<file path="config.mk">
export PLATFORM = sky130hd
export DESIGN_NAME = uart_reg_bridge_flat
export DESIGN_NICKNAME = d
export VERILOG_FILES = /design/src/rtl/uart_reg_bridge_if.sv /design/src/rtl/uart_reg_bridge.sv /design/src/flat_wrapper.sv
export SDC_FILE = /design/constraint.sdc
export NUM_CORES = 1
export LEC_CHECK = 0
export BUFFER_PORTS_ARGS = -buffer_cell sky130_fd_sc_hd__buf_2
export CORE_MARGIN = 8
export CORE_UTILIZATION = 50
export CTS_BUF_LIST = sky130_fd_sc_hd__clkbuf_8 sky130_fd_sc_hd__clkbuf_16
export DETAILED_ROUTE_END_ITERATION = 8
export PLACE_DENSITY = 0.73
export SLEW_MARGIN = 20
export SYNTH_ARGS = -nofsm -noshare
export SYNTH_HDL_FRONTEND = slang
export SYNTH_SLANG_ARGS = --single-unit
</file>
<file path="constraint.sdc">
create_clock -name clk -period 2.8 [get_ports clk]
set_input_delay 0.56 -clock clk [delete_from_list [all_inputs] [get_ports clk]]
set_output_delay 0.56 -clock clk [all_outputs]
set_load 0.05 [all_outputs]
</file>
<file path="src/rtl/uart_reg_bridge_if.sv">
// Bundles the RX byte stream, TX handshake and register-bus signals of uart_reg_bridge.
// master = the bridge itself, slave = the UART_IF / register-bus environment.
interface uart_reg_bridge_if #(
  parameter int ADDR_WIDTH = 8,
  parameter int DATA_WIDTH = 8
);
  logic [DATA_WIDTH-1:0] i_rx_data;
  logic                  i_rx_valid;
  logic                  i_rx_err;
  logic                  i_tx_ready;
  logic [DATA_WIDTH-1:0] o_tx_data;
  logic                  o_tx_valid;
  logic [ADDR_WIDTH-1:0] o_reg_addr;
  logic [DATA_WIDTH-1:0] o_reg_wdata;
  logic                  o_reg_wr;
  logic                  o_reg_rd;
  logic [DATA_WIDTH-1:0] i_reg_rdata;
  logic                  i_reg_rvalid;
  logic                  o_busy;

  modport master (
    input  i_rx_data, i_rx_valid, i_rx_err, i_tx_ready, i_reg_rdata, i_reg_rvalid,
    output o_tx_data, o_tx_valid, o_reg_addr, o_reg_wdata, o_reg_wr, o_reg_rd, o_busy
  );

  modport slave (
    output i_rx_data, i_rx_valid, i_rx_err, i_tx_ready, i_reg_rdata, i_reg_rvalid,
    input  o_tx_data, o_tx_valid, o_reg_addr, o_reg_wdata, o_reg_wr, o_reg_rd, o_busy
  );
endinterface

</file>
<file path="src/rtl/uart_reg_bridge.sv">
// Host frame parser (A5 CMD ADDR [DATA]) driving single register writes/reads and a 5A STATUS PAYLOAD reply.
// Define UART_BRIDGE_CHKSUM_EN to add an XOR check byte to both host and response frames.
module uart_reg_bridge #(
  parameter int ADDR_WIDTH   = 8,
  parameter int DATA_WIDTH   = 8,
  parameter int BYTE_TIMEOUT = 50000,
  parameter int RD_TIMEOUT   = 256
) (
  input  logic               clk,
  input  logic               rst,
  uart_reg_bridge_if.master  bus
);

  localparam logic [DATA_WIDTH-1:0] SOF    = DATA_WIDTH'(8'hA5);
  localparam logic [DATA_WIDTH-1:0] RSP    = DATA_WIDTH'(8'h5A);
  localparam logic [DATA_WIDTH-1:0] CMD_WR = DATA_WIDTH'(8'h01);
  localparam logic [DATA_WIDTH-1:0] CMD_RD = DATA_WIDTH'(8'h02);
  localparam logic [DATA_WIDTH-1:0] ST_ERR = DATA_WIDTH'(8'hEE);
  localparam logic [DATA_WIDTH-1:0] ST_OK  = '0;

  localparam int TMR_MAX = (BYTE_TIMEOUT > RD_TIMEOUT) ? BYTE_TIMEOUT : RD_TIMEOUT;
  localparam int TMR_W   = $clog2(TMR_MAX + 1);
  localparam logic [TMR_W-1:0] BYTE_LIM = TMR_W'(BYTE_TIMEOUT - 1);
  localparam logic [TMR_W-1:0] RD_LIM   = TMR_W'(RD_TIMEOUT - 1);

`ifdef UART_BRIDGE_CHKSUM_EN
  typedef enum logic [3:0] {
    S_IDLE, S_CMD, S_ADDR, S_DATA, S_CHK, S_EXEC, S_RDWAIT,
    S_TX_HDR, S_TX_STAT, S_TX_PAY, S_TX_CHK
  } state_t;
  localparam state_t S_POST = S_CHK;
`else
  typedef enum logic [3:0] {
    S_IDLE, S_CMD, S_ADDR, S_DATA, S_EXEC, S_RDWAIT,
    S_TX_HDR, S_TX_STAT, S_TX_PAY
  } state_t;
  localparam state_t S_POST = S_EXEC;
`endif

  state_t                state_q, state_d;
  logic                  is_wr_q, is_wr_d;
  logic                  err_q, err_d;
  logic [ADDR_WIDTH-1:0] addr_q, addr_d;
  logic [DATA_WIDTH-1:0] wdata_q, wdata_d;
  logic [DATA_WIDTH-1:0] pay_q, pay_d;
  logic [TMR_W-1:0]      tmr_q, tmr_d;
`ifdef UART_BRIDGE_CHKSUM_EN
  logic [DATA_WIDTH-1:0] chk_q, chk_d;
`endif

  logic [DATA_WIDTH-1:0] rx_data;
  logic                  rx_byte;
  logic                  parse_st;
  logic [TMR_W-1:0]      tmr_inc;
  logic [DATA_WIDTH-1:0] status, payload;

  assign rx_data = bus.i_rx_data;
  assign rx_byte = bus.i_rx_valid && !bus.i_rx_err;
  assign tmr_inc = (tmr_q == '1) ? tmr_q : tmr_q + TMR_W'(1);
`ifdef UART_BRIDGE_CHKSUM_EN
  assign parse_st = state_q inside {S_CMD, S_ADDR, S_DATA, S_CHK};
`else
  assign parse_st = state_q inside {S_CMD, S_ADDR, S_DATA};
`endif

  always_comb begin
    state_d = state_q;
    is_wr_d = is_wr_q;
    err_d   = err_q;
    addr_d  = addr_q;
    wdata_d = wdata_q;
    pay_d   = pay_q;
    tmr_d   = tmr_q;
`ifdef UART_BRIDGE_CHKSUM_EN
    chk_d   = chk_q;
`endif
    if (parse_st) begin
      // RX error outranks a simultaneous byte; silence for BYTE_TIMEOUT cycles drops the frame
      if (bus.i_rx_err) begin
        state_d = S_IDLE;
      end else if (bus.i_rx_valid) begin
        tmr_d = '0;
`ifdef UART_BRIDGE_CHKSUM_EN
        chk_d = chk_q ^ rx_data;
`endif
        case (state_q)
          S_CMD: begin
            is_wr_d = (rx_data == CMD_WR);
            err_d   = (rx_data != CMD_WR) && (rx_data != CMD_RD);
            state_d = S_ADDR;
          end
          S_ADDR: begin
            addr_d = ADDR_WIDTH'(rx_data);
            if (err_q)        state_d = S_TX_HDR;
            else if (is_wr_q) state_d = S_DATA;
            else              state_d = S_POST;
          end
          S_DATA: begin
            wdata_d = rx_data;
            pay_d   = rx_data;
            state_d = S_POST;
          end
`ifdef UART_BRIDGE_CHKSUM_EN
          S_CHK: begin
            if (rx_data != chk_q) begin
              err_d   = 1'b1;
              state_d = S_TX_HDR;
            end else begin
              state_d = S_EXEC;
            end
          end
`endif
          default: state_d = S_IDLE;
        endcase
      end else if (tmr_q >= BYTE_LIM) begin
        state_d = S_IDLE;
      end else begin
        tmr_d = tmr_inc;
      end
    end else begin
      case (state_q)
        S_IDLE: begin
          if (rx_byte && (rx_data == SOF)) begin
            state_d = S_CMD;
            err_d   = 1'b0;
            tmr_d   = '0;
`ifdef UART_BRIDGE_CHKSUM_EN
            chk_d   = SOF;
`endif
          end
        end
        S_EXEC: begin
          tmr_d = '0;
          if (is_wr_q) begin
            state_d = S_TX_HDR;
          end else if (bus.i_reg_rvalid) begin
            pay_d   = bus.i_reg_rdata;
            state_d = S_TX_HDR;
          end else begin
            state_d = S_RDWAIT;
          end
        end
        S_RDWAIT: begin
          if (bus.i_reg_rvalid) begin
            pay_d   = bus.i_reg_rdata;
            state_d = S_TX_HDR;
          end else if (tmr_q >= RD_LIM) begin
            err_d   = 1'b1;
            state_d = S_TX_HDR;
          end else begin
            tmr_d = tmr_inc;
          end
        end
        S_TX_HDR:  if (bus.i_tx_ready) state_d = S_TX_STAT;
        S_TX_STAT: if (bus.i_tx_ready) state_d = S_TX_PAY;
`ifdef UART_BRIDGE_CHKSUM_EN
        S_TX_PAY:  if (bus.i_tx_ready) state_d = S_TX_CHK;
        S_TX_CHK:  if (bus.i_tx_ready) state_d = S_IDLE;
`else
        S_TX_PAY:  if (bus.i_tx_ready) state_d = S_IDLE;
`endif
        default: state_d = S_IDLE;
      endcase
    end
  end

  always_ff @(posedge clk or posedge rst) begin
    if (rst) begin
      state_q <= S_IDLE;
      is_wr_q <= 1'b0;
      err_q   <= 1'b0;
      addr_q  <= '0;
      wdata_q <= '0;
      pay_q   <= '0;
      tmr_q   <= '0;
`ifdef UART_BRIDGE_CHKSUM_EN
      chk_q   <= '0;
`endif
    end else begin
      state_q <= state_d;
      is_wr_q <= is_wr_d;
      err_q   <= err_d;
      addr_q  <= addr_d;
      wdata_q <= wdata_d;
      pay_q   <= pay_d;
      tmr_q   <= tmr_d;
`ifdef UART_BRIDGE_CHKSUM_EN
      chk_q   <= chk_d;
`endif
    end
  end

  // TX bytes are a pure function of state, so data holds while a byte is pending
  always_comb begin
    status         = err_q ? ST_ERR : ST_OK;
    payload        = err_q ? '0 : pay_q;
    bus.o_tx_valid = 1'b0;
    bus.o_tx_data  = '0;
    case (state_q)
      S_TX_HDR:  begin bus.o_tx_valid = 1'b1; bus.o_tx_data = RSP;     end
      S_TX_STAT: begin bus.o_tx_valid = 1'b1; bus.o_tx_data = status;  end
      S_TX_PAY:  begin bus.o_tx_valid = 1'b1; bus.o_tx_data = payload; end
`ifdef UART_BRIDGE_CHKSUM_EN
      S_TX_CHK:  begin bus.o_tx_valid = 1'b1; bus.o_tx_data = RSP ^ status ^ payload; end
`endif
      default: ;
    endcase
  end

  assign bus.o_reg_addr  = addr_q;
  assign bus.o_reg_wdata = wdata_q;
  assign bus.o_reg_wr    = (state_q == S_EXEC) && is_wr_q;
  assign bus.o_reg_rd    = (state_q == S_EXEC) && !is_wr_q;
  assign bus.o_busy      = (state_q != S_IDLE);

endmodule

</file>
<file path="src/flat_wrapper.sv">
// flat-port wrapper written by rule: the top's interface ports become plain ports
module uart_reg_bridge_flat 
#(
  parameter int ADDR_WIDTH   = 8,
  parameter int DATA_WIDTH   = 8,
  parameter int BYTE_TIMEOUT = 50000,
  parameter int RD_TIMEOUT   = 256
)
  (clk, rst, bus_i_rx_data, bus_i_rx_valid, bus_i_rx_err, bus_i_tx_ready, bus_i_reg_rdata, bus_i_reg_rvalid, bus_o_tx_data, bus_o_tx_valid, bus_o_reg_addr, bus_o_reg_wdata, bus_o_reg_wr, bus_o_reg_rd, bus_o_busy);
  uart_reg_bridge_if #(.ADDR_WIDTH(ADDR_WIDTH), .DATA_WIDTH(DATA_WIDTH)) bus_i ();
  input  logic clk;
  input  logic rst;
  input wire logic [$bits(bus_i.i_rx_data)-1:0] bus_i_rx_data;
  input wire logic [$bits(bus_i.i_rx_valid)-1:0] bus_i_rx_valid;
  input wire logic [$bits(bus_i.i_rx_err)-1:0] bus_i_rx_err;
  input wire logic [$bits(bus_i.i_tx_ready)-1:0] bus_i_tx_ready;
  input wire logic [$bits(bus_i.i_reg_rdata)-1:0] bus_i_reg_rdata;
  input wire logic [$bits(bus_i.i_reg_rvalid)-1:0] bus_i_reg_rvalid;
  output wire logic [$bits(bus_i.o_tx_data)-1:0] bus_o_tx_data;
  output wire logic [$bits(bus_i.o_tx_valid)-1:0] bus_o_tx_valid;
  output wire logic [$bits(bus_i.o_reg_addr)-1:0] bus_o_reg_addr;
  output wire logic [$bits(bus_i.o_reg_wdata)-1:0] bus_o_reg_wdata;
  output wire logic [$bits(bus_i.o_reg_wr)-1:0] bus_o_reg_wr;
  output wire logic [$bits(bus_i.o_reg_rd)-1:0] bus_o_reg_rd;
  output wire logic [$bits(bus_i.o_busy)-1:0] bus_o_busy;
  assign bus_i.i_rx_data = bus_i_rx_data;
  assign bus_i.i_rx_valid = bus_i_rx_valid;
  assign bus_i.i_rx_err = bus_i_rx_err;
  assign bus_i.i_tx_ready = bus_i_tx_ready;
  assign bus_i.i_reg_rdata = bus_i_reg_rdata;
  assign bus_i.i_reg_rvalid = bus_i_reg_rvalid;
  assign bus_o_tx_data = bus_i.o_tx_data;
  assign bus_o_tx_valid = bus_i.o_tx_valid;
  assign bus_o_reg_addr = bus_i.o_reg_addr;
  assign bus_o_reg_wdata = bus_i.o_reg_wdata;
  assign bus_o_reg_wr = bus_i.o_reg_wr;
  assign bus_o_reg_rd = bus_i.o_reg_rd;
  assign bus_o_busy = bus_i.o_busy;
  uart_reg_bridge #(.ADDR_WIDTH(ADDR_WIDTH), .DATA_WIDTH(DATA_WIDTH), .BYTE_TIMEOUT(BYTE_TIMEOUT), .RD_TIMEOUT(RD_TIMEOUT)) u_core (.clk(clk), .rst(rst), .bus(bus_i));
endmodule
</file>
-- Word level (Yosys, flattened, before mapping)
Cells that the tools add are included.
- add/subtract/negate cells: 1
- order comparisons: 2
- equal/unequal tests: 28
- multiplexer cells: 44
- bitwise logic cells: 1
- reductions and logical operators: 21
- operator list (cell ; count):
    16-bit two-way mux ; 8
    8-bit two-way mux ; 8
    4-bit two-way mux ; 12
    16-bit one-hot mux with 3 select lines ; 1
    4-bit one-hot mux with 6 select lines ; 1
    8-bit one-hot mux with 3 select lines ; 1
    16-bit by 1-bit adder with 16-bit output (second input constant) ; 1
    16-bit == test (second input constant) ; 1
    4-bit by 3-bit == test with 1-bit output (second input constant) ; 4
    16-bit greater-or-equal comparator (second input constant) ; 1
    16-bit by 8-bit greater-or-equal comparator with 1-bit output (second input constant) ; 1
    8-bit one-hot mux with 2 select lines ; 1
    3-bit by 2-bit inequality test with 1-bit output (second input constant) ; 5
    4-bit one-hot mux with 3 select lines ; 1
    4-bit AND reduction ; 3
    6-bit AND reduction ; 2
    3-bit nonzero test ; 3
    4-bit by 2-bit == test with 1-bit output (second input constant) ; 2
    8-bit by 1-bit == test with 1-bit output (second input constant) ; 1
    8-bit == test (second input constant) ; 1
    1-bit two-way mux ; 8
    2-bit inequality test (second input constant) ; 4
    8-bit by 1-bit inequality test with 1-bit output (second input constant) ; 1
    8-bit by 2-bit inequality test with 1-bit output (second input constant) ; 1
    other kinds (17) ; 25
- bits in registers: 46
- output and inout port bits: 28
- logic and storage cells: 104

-- Longest topological paths before layout
Gate-level depths: netlist of the first run.
- depth after elaboration: 6
- gate-level depth with buffers: 8
- gate-level depth less buffers: 6

-- Worst setup path after synthesis of the first run
OpenSTA, ideal clock, no wires.
- kind: register -> output
- from: register u_core.state_q[3]
- to: output port bus_o_tx_data[1]
- arrival time: 2582 ps
- required time: 2240 ps
- setup slack: -342 ps
- cell stages (with the launch flop): 6
- cell sequence: dfrtp_1 -> clkbuf_1 -> clkbuf_1 -> nor4b_1 -> a21oi_1 -> o21ai_0
- word-level cells in the longest chain between the ends: 2
- ends and longest elaborated chain (element ; RTL line ; text):
    start: declaration ; uart_reg_bridge.sv:40 ; state_t state_q, state_d;
    start signal: assignment ; uart_reg_bridge.sv:180 ; state_q <= state_d;
    4-bit == test or 4-bit by 3-bit == test with 1-bit output (tied branches) ; uart_reg_bridge.sv:199 ; case (state_q)
    8-bit one-hot mux with 3 select lines * ; uart_reg_bridge.sv:199 ;
    end: declaration ; flat_wrapper.sv:19 ; output wire logic [$bits(bus_i.o_tx_data)-1:0] bus_o_tx_data;
Mark *: on every way between the ends. The rest lies on a longest branch, timed or not.

-- Final worst setup path of the first run
- from: register u_core.state_q[1]
- to: output port bus_o_tx_data[2]
The elaborated chain is that of the path after synthesis.

==> results.yml, run 1 <==
worst_hold_path:
  holdCritPathClass: "input pin to async pin"
yosys:
  synth_nets: 310
  ys.flop_type: "dfrtp_1"
  ys_seq_elements: 46
  synth_warnings: 0
  synth_edf_count: 0
  avgSynthCellArea_um2: 9.59
  synthArstFlopShare_pct: 100
  synth_cell_type_count: 54
  synthCells: 287
  yosysSeqAreaShare_pct: 41.8
  netlist_area_mm2: 0.00275
worst_setup_path:
  required_ns: 2.24
  start_kind: "flip-flop"
  path_class: "flip-flop to output pin"
  reg2regPathDepth: 8
  cp.arrival_ns: 1.98
  reg2reg_slack_ns: 0.47
  setup.worst_path.end_class: "output pin"
  worst-path-max-fanout: 13
placement:
  gp_congestion: 0.865
  dpl_cell_area_mm2: 0.00309
  place_hpwl_mm: 4.95
  io_buffer_count: 49
  placedCellCount: 401
clock_network:
  tritoncts: "built"
  htree_levels: 2
  ctsHoldBuffers: 0
  clkLatencyLatePin_ns: 0.31
  cts_resized: 0
  clockBufferDepth: 2
  path_clk_slew_ns: 0.09
  cts_buffers: 5
  cts.sinks: 46
  cts_setup_buffers: 0
  root_buffer: "clkbuf_8"
drt:
  vias: 2423
  drtPass1Iterations: 4
  drc_errors: 0
  ant_nets: 0
  wl_mm: 6.69
  first_iter_violations: 172
  viasPerCell: 5.92
  wl_per_cell_um: 16.4
cells_and_area:
  fin_cells: 409
  antenna_cells: 0
  final_area_mm2: 0.00318
  fin_nets: 359
  final_common_cell: "buf_2"
  layout_common_cells: "buf_2 (49), dfrtp_1 (45), a21oi_1 (26)"
  drive_above_1_share_pct: 27.3
  area_delta_synth_final_pct: 15.6
  finish.utilization_pct: 58.9
global_routing:
  grt_pass1_wl_mm: 11.5
  globalRouteOverflowTotal: 0
  grt_max_degree: 47
  grt.total_usage_pct: 17.0
  grt_pass1_vias: 2395
  antenna_found_initial: 0
timing:
  holdWs_ns: 0.364
  fin_crit_sh_pct: 90.8
  slew_violations: 0
  fmax_mhz: 393
  rsz0062_at_grt: "no"
  finalSetupTns_ns: 0
  report.final.setup_viol: 0
  hold_viol: 0
  clock_skew_ns: 0.00611
  relSlewSlack_pct: 48.1
  fin_crit_ns: 2.54
  tightest_slew_ns: 0.777
floorplan:
  fp.coreArea_mm2: 0.00541
  rows: 27
  pin_count: 50
  die_h_um: 90.2
  dieWidth_um: 90.2
  initial_core_util_pct: 50.9
  design.die.area_mm2: 0.00814
pwr:
  p_leak_uw: 0.00142
  vdd_drop_max_v: 0.000671
  p_per_area_mw_per_mm2: 1160
flow_run:
  maxCapViolCount: 0
status:
  outcome: "completed"
## cell type report
type / count / area [µm²]
fill: 513 / 2220
clock buffer: 5 / 68.8
inverter: 5 / 20.0
multi-input combinational: 219 / 1490
tap: 72 / 90.1
sequential: 46 / 1150
timing repair buffer: 59 / 333
clock inverter: 3 / 25.0
## cells by family (layout without fill, tap and decap cells)
logic type      Yosys count  count (layout)  synth area share, %
compound gates           77              77                 19.1
simple gates            114             114                 24.2
flops                    46              46                 41.8
fa+ha+maj                 1               1                0.454
buf+inv                  22              72                 3.91
mux                      26              26                 10.2
xor+xnor                  1               1                0.318
## layer usage
metal	vias to the layer above	share of wire (%)	global-route usage (%)
met3	4	6.5	6.32
met5	-	0	0
met4	0	0.78	4.16
met1	1149	47	22.0
met2	71	46	26.0
li1	1199	-	-
## cell usage after synthesis (all sizes together), types with 9 or more instances
cell   count  area, µm²
a21oi     27        139
buf       10       62.6
dfrtp     46       1150
mux2      17        191
mux2i      9       90.1
nand2     13       48.8
nand4      9       56.3
nor2      24       92.6
nor3      10       50.1
o21ai     13       65.1
o31ai     11       96.3
or4       13       97.6
## where the power goes
group / switching (µW) / leakage (µW) / internal, µW
sequential: 206 / 0.000587 / 885
combinational: 1450 / 0.000786 / 713
clock: 251 / 0.0000447 / 181
total: 1910 / 0.00142 / 1780
## stage by stage
stage	worst slack [ns]	power, µW
floorplan	0.0298	2740
detailed placement	0.329	3270
finish	0.257	3690
global placement	0.401	3220
CTS	0.201	3700
global route	0.0385	3940
## state kept, by name (all words and copies together) (netlist names)
| register | cells |
|---|---|
| u_core.err_q | 1 |
| u_core.bus.o_reg_wdata | 8 |
| u_core.state_q | 4 |
| u_core.tmr_q | 16 |
| u_core.is_wr_q | 1 |
| u_core.pay_q | 8 |
| u_core.bus.o_reg_addr | 8 |
## worst paths after layout
check	start	end
setup / recovery	u_core.state_q[1]	bus_o_tx_data[2]
hold / removal	rst	u_core.bus.o_reg_addr[7]
setup reg to reg	u_core.state_q[0]	u_core.tmr_q[5]
hold reg to reg	u_core.bus.o_reg_addr[1]	u_core.bus.o_reg_addr[1]
max in group asynchronous	rst	u_core.state_q[2]
min in group clk	bus_i_tx_ready	u_core.state_q[3]
## critical path, cell delays in order (launching register included)
cell and delay, ns:
dfrtp_1 0.52, nor4b_1 0.35, buf_4 0.18, nor2b_1 0.22, a21o_1 0.15, buf_2 0.25
Note: power is estimated with default switching activity, not from simulation.
==> inputs of run 2 (changes only) <==
--- a/config.mk
+++ b/config.mk
@@ -10,7 +10,8 @@
 export CORE_UTILIZATION = 50
 export CTS_BUF_LIST = sky130_fd_sc_hd__clkbuf_8 sky130_fd_sc_hd__clkbuf_16
 export DETAILED_ROUTE_END_ITERATION = 8
-export PLACE_DENSITY = 0.73
+export PLACE_DENSITY = 0.76
+export REMOVE_ABC_BUFFERS = 1
 export SLEW_MARGIN = 20
 export SYNTH_ARGS = -nofsm -noshare
 export SYNTH_HDL_FRONTEND = slang
==> constraint.sdc (replaced) <==
create_clock -name clk -period 2.2 [get_ports clk]
set_input_delay 0.44 -clock clk [delete_from_list [all_inputs] [get_ports clk]]
set_output_delay 0.44 -clock clk [all_outputs]
set_load 0.05 [all_outputs]
==> results.yml, run 2 (synthesis gave the netlist of run 1 again) <==
status:
  outcome: "finished, violations left"
  violations: "setup timing"
cells_and_area:
  layout_common_cells: "buf_4 (51), dfrtp_1 (43), buf_2 (41)"
  area_delta_synth_final_pct: 33.5
  seq_area_mm2: 0.00115
  final_common_cell: "buf_4"
  fin_nets: 402
  fill_cells: 413
  top_register: "u_core.tmr_q"
  antenna_cells: 0
  largest_register_ffs: 16
  drive_above_1_share_pct: 41.6
  multi_input_area_mm2: 0.00159
  fin_cells: 452
placement:
  place_hpwl_mm: 5.69
  pre_cts_ws_ns: -0.139
  io_buffer_count: 49
  placedCellCount: 438
  gp_congestion: 0.914
pwr:
  vdd_drop_max_v: 0.00118
  p_per_area_mw_per_mm2: 1450
  p_leak_uw: 0.00167
  finalPower_uw: 5320
drt:
  wl_mm: 7.83
  wl_per_cell_um: 17.3
  viasPerCell: 6.02
  drtPass1Iterations: 4
  first_iter_violations: 167
  vias: 2723
  drc_errors: 0
  ant_nets: 0
timing:
  holdWs_ns: 0.150
  rsz0062_at_grt: "yes"
  slew_violations: 0
  finalSetupTns_ns: -0.00897
  report.final.setup_viol: 1
  tightest_slew_ns: 0.519
  fmax_mhz: 453
  hold_viol: 0
  fin_crit_sh_pct: 100
  relSlewSlack_pct: 65.4
  clock_skew_ns: 0.0163
  fin_crit_ns: 2.21
  timing.final.ws_setup_ns: -0.00897
clock_network:
  clkLatencyLatePin_ns: 0.31
  cts_buffers: 5
  cts.sinks: 46
  htree_levels: 2
  ctsHoldBuffers: 0
  root_buffer: "clkbuf_8"
  path_clk_slew_ns: 0.10
  clockBufferDepth: 2
  tritoncts: "built"
worst_setup_path:
  reg2reg_to: "u_core.tmr_q[10]"
  setup.worst_path.end_class: "output pin"
  cp.arrival_ns: 1.77
  timing.rr.start: "u_core.state_q[1]"
  critPathLaunch: "u_core.state_q[2]"
  reg2reg_slack_ns: 0.02
  cp_cell_sequence: "buf_4 > and3b_1 > a21oi_1 > o21ai_1 > buf_6"
  required_ns: 1.76
  path_class: "flip-flop to output pin"
  start_kind: "flip-flop"
  worst-path-max-fanout: 13
  slowest_delay_ns: 0.53
  reg2regPathDepth: 7
  cp_slowest_cell: "dfrtp_2"
floorplan:
  die_h_um: 90.2
  dieWidth_um: 90.2
  design.die.area_mm2: 0.00814
  fp.coreArea_mm2: 0.00541
  rows: 27
  initial_core_util_pct: 50.9
  pin_count: 50
global_routing:
  busiest_layer: "met2"
  grt.total_usage_pct: 19.3
  grt_pass1_wl_mm: 13.2
  grt_max_degree: 29
  antenna_found_initial: 0
  globalRouteOverflowTotal: 0
  grt_pass1_vias: 2784
  grt_use_met2_pct: 31.0
  grt_use_met3_pct: 4.49
  met1_usage_pct: 23.5
worst_hold_path:
  holdCritPathClass: "input pin to async pin"
flow_run:
  maxCapViolCount: 0
==> run 2: cell count changes in the layout (fill, tap and decap cells not counted), sizes merged <==
cell and delta:
buf +42, inv +3, clkinv -2, clkbuf +1, clkinvlp -1
==> run 2: critical path, delay by kind of cell, from the launching register on <==
family          cells  cell delay (ns)
flops               1             0.53
compound gates      2             0.28
simple gates        1             0.27
buf+inv             2             0.36
==> run 2: timing repair <==
| action | 4_1_cts | 5_1_grt |
|---|---|---|
| pin swaps | 3 | 11 |
| resized for setup | 20 | 23 |
| buffers inserted | 2 | 4 |
| endpoints found under the hold margin | 0 | 0 |
| setup endpoints to repair | 10 | 23 |
==> run 2: stage by stage <==
step | cell area (µm²) | util (%)
after floorplan | 2660 | -
after global placement | 3390 | 62.7
after detailed placement | 3390 | 62.7
after CTS | 3570 | 66.0
after global routing | 3670 | 68.0
final | 3670 | 68.0
==> run 2: worst max path at each step <==
stage                            end  slack (ns)  cells past startpoint
floorplan           bus_o_tx_data[1]       -0.57                      3
global placement     u_core.tmr_q[6]       -0.07                      7
detailed placement   u_core.tmr_q[2]       -0.14                      7
CTS                 u_core.tmr_q[10]        0.01                      7
global route         u_core.tmr_q[3]       -0.08                      7
finish              bus_o_tx_data[3]      -0.009                      5
==> run 2: layer usage <==
metal / share of wire (%) / wire (µm) / vias up
met5: 0 / 0 / -
met4: 3.3 / 259 / 0
met3: 5.6 / 435 / 27
met2: 47 / 3710 / 95
met1: 44 / 3430 / 1318
li1: - / - / 1283
==> run 2: layout make-up <==
| class | instances | share of cell area [%] |
|---|---|---|
| Clock inverter | 3 | 0.715 |
| Inverter | 5 | 0.511 |
| Multi-Input combinational cell | 219 | 43.3 |
| Sequential cell | 46 | 31.4 |
| Timing Repair Buffer | 102 | 19.7 |
| Tap cell | 72 | 2.45 |
| Clock buffer | 5 | 1.87 |
==> run 2: where the power goes <==
group / internal [µW] / switching (µW)
registers: 1130 / 211
logic: 1280 / 2140
clock network: 236 / 327
total: 2650 / 2670
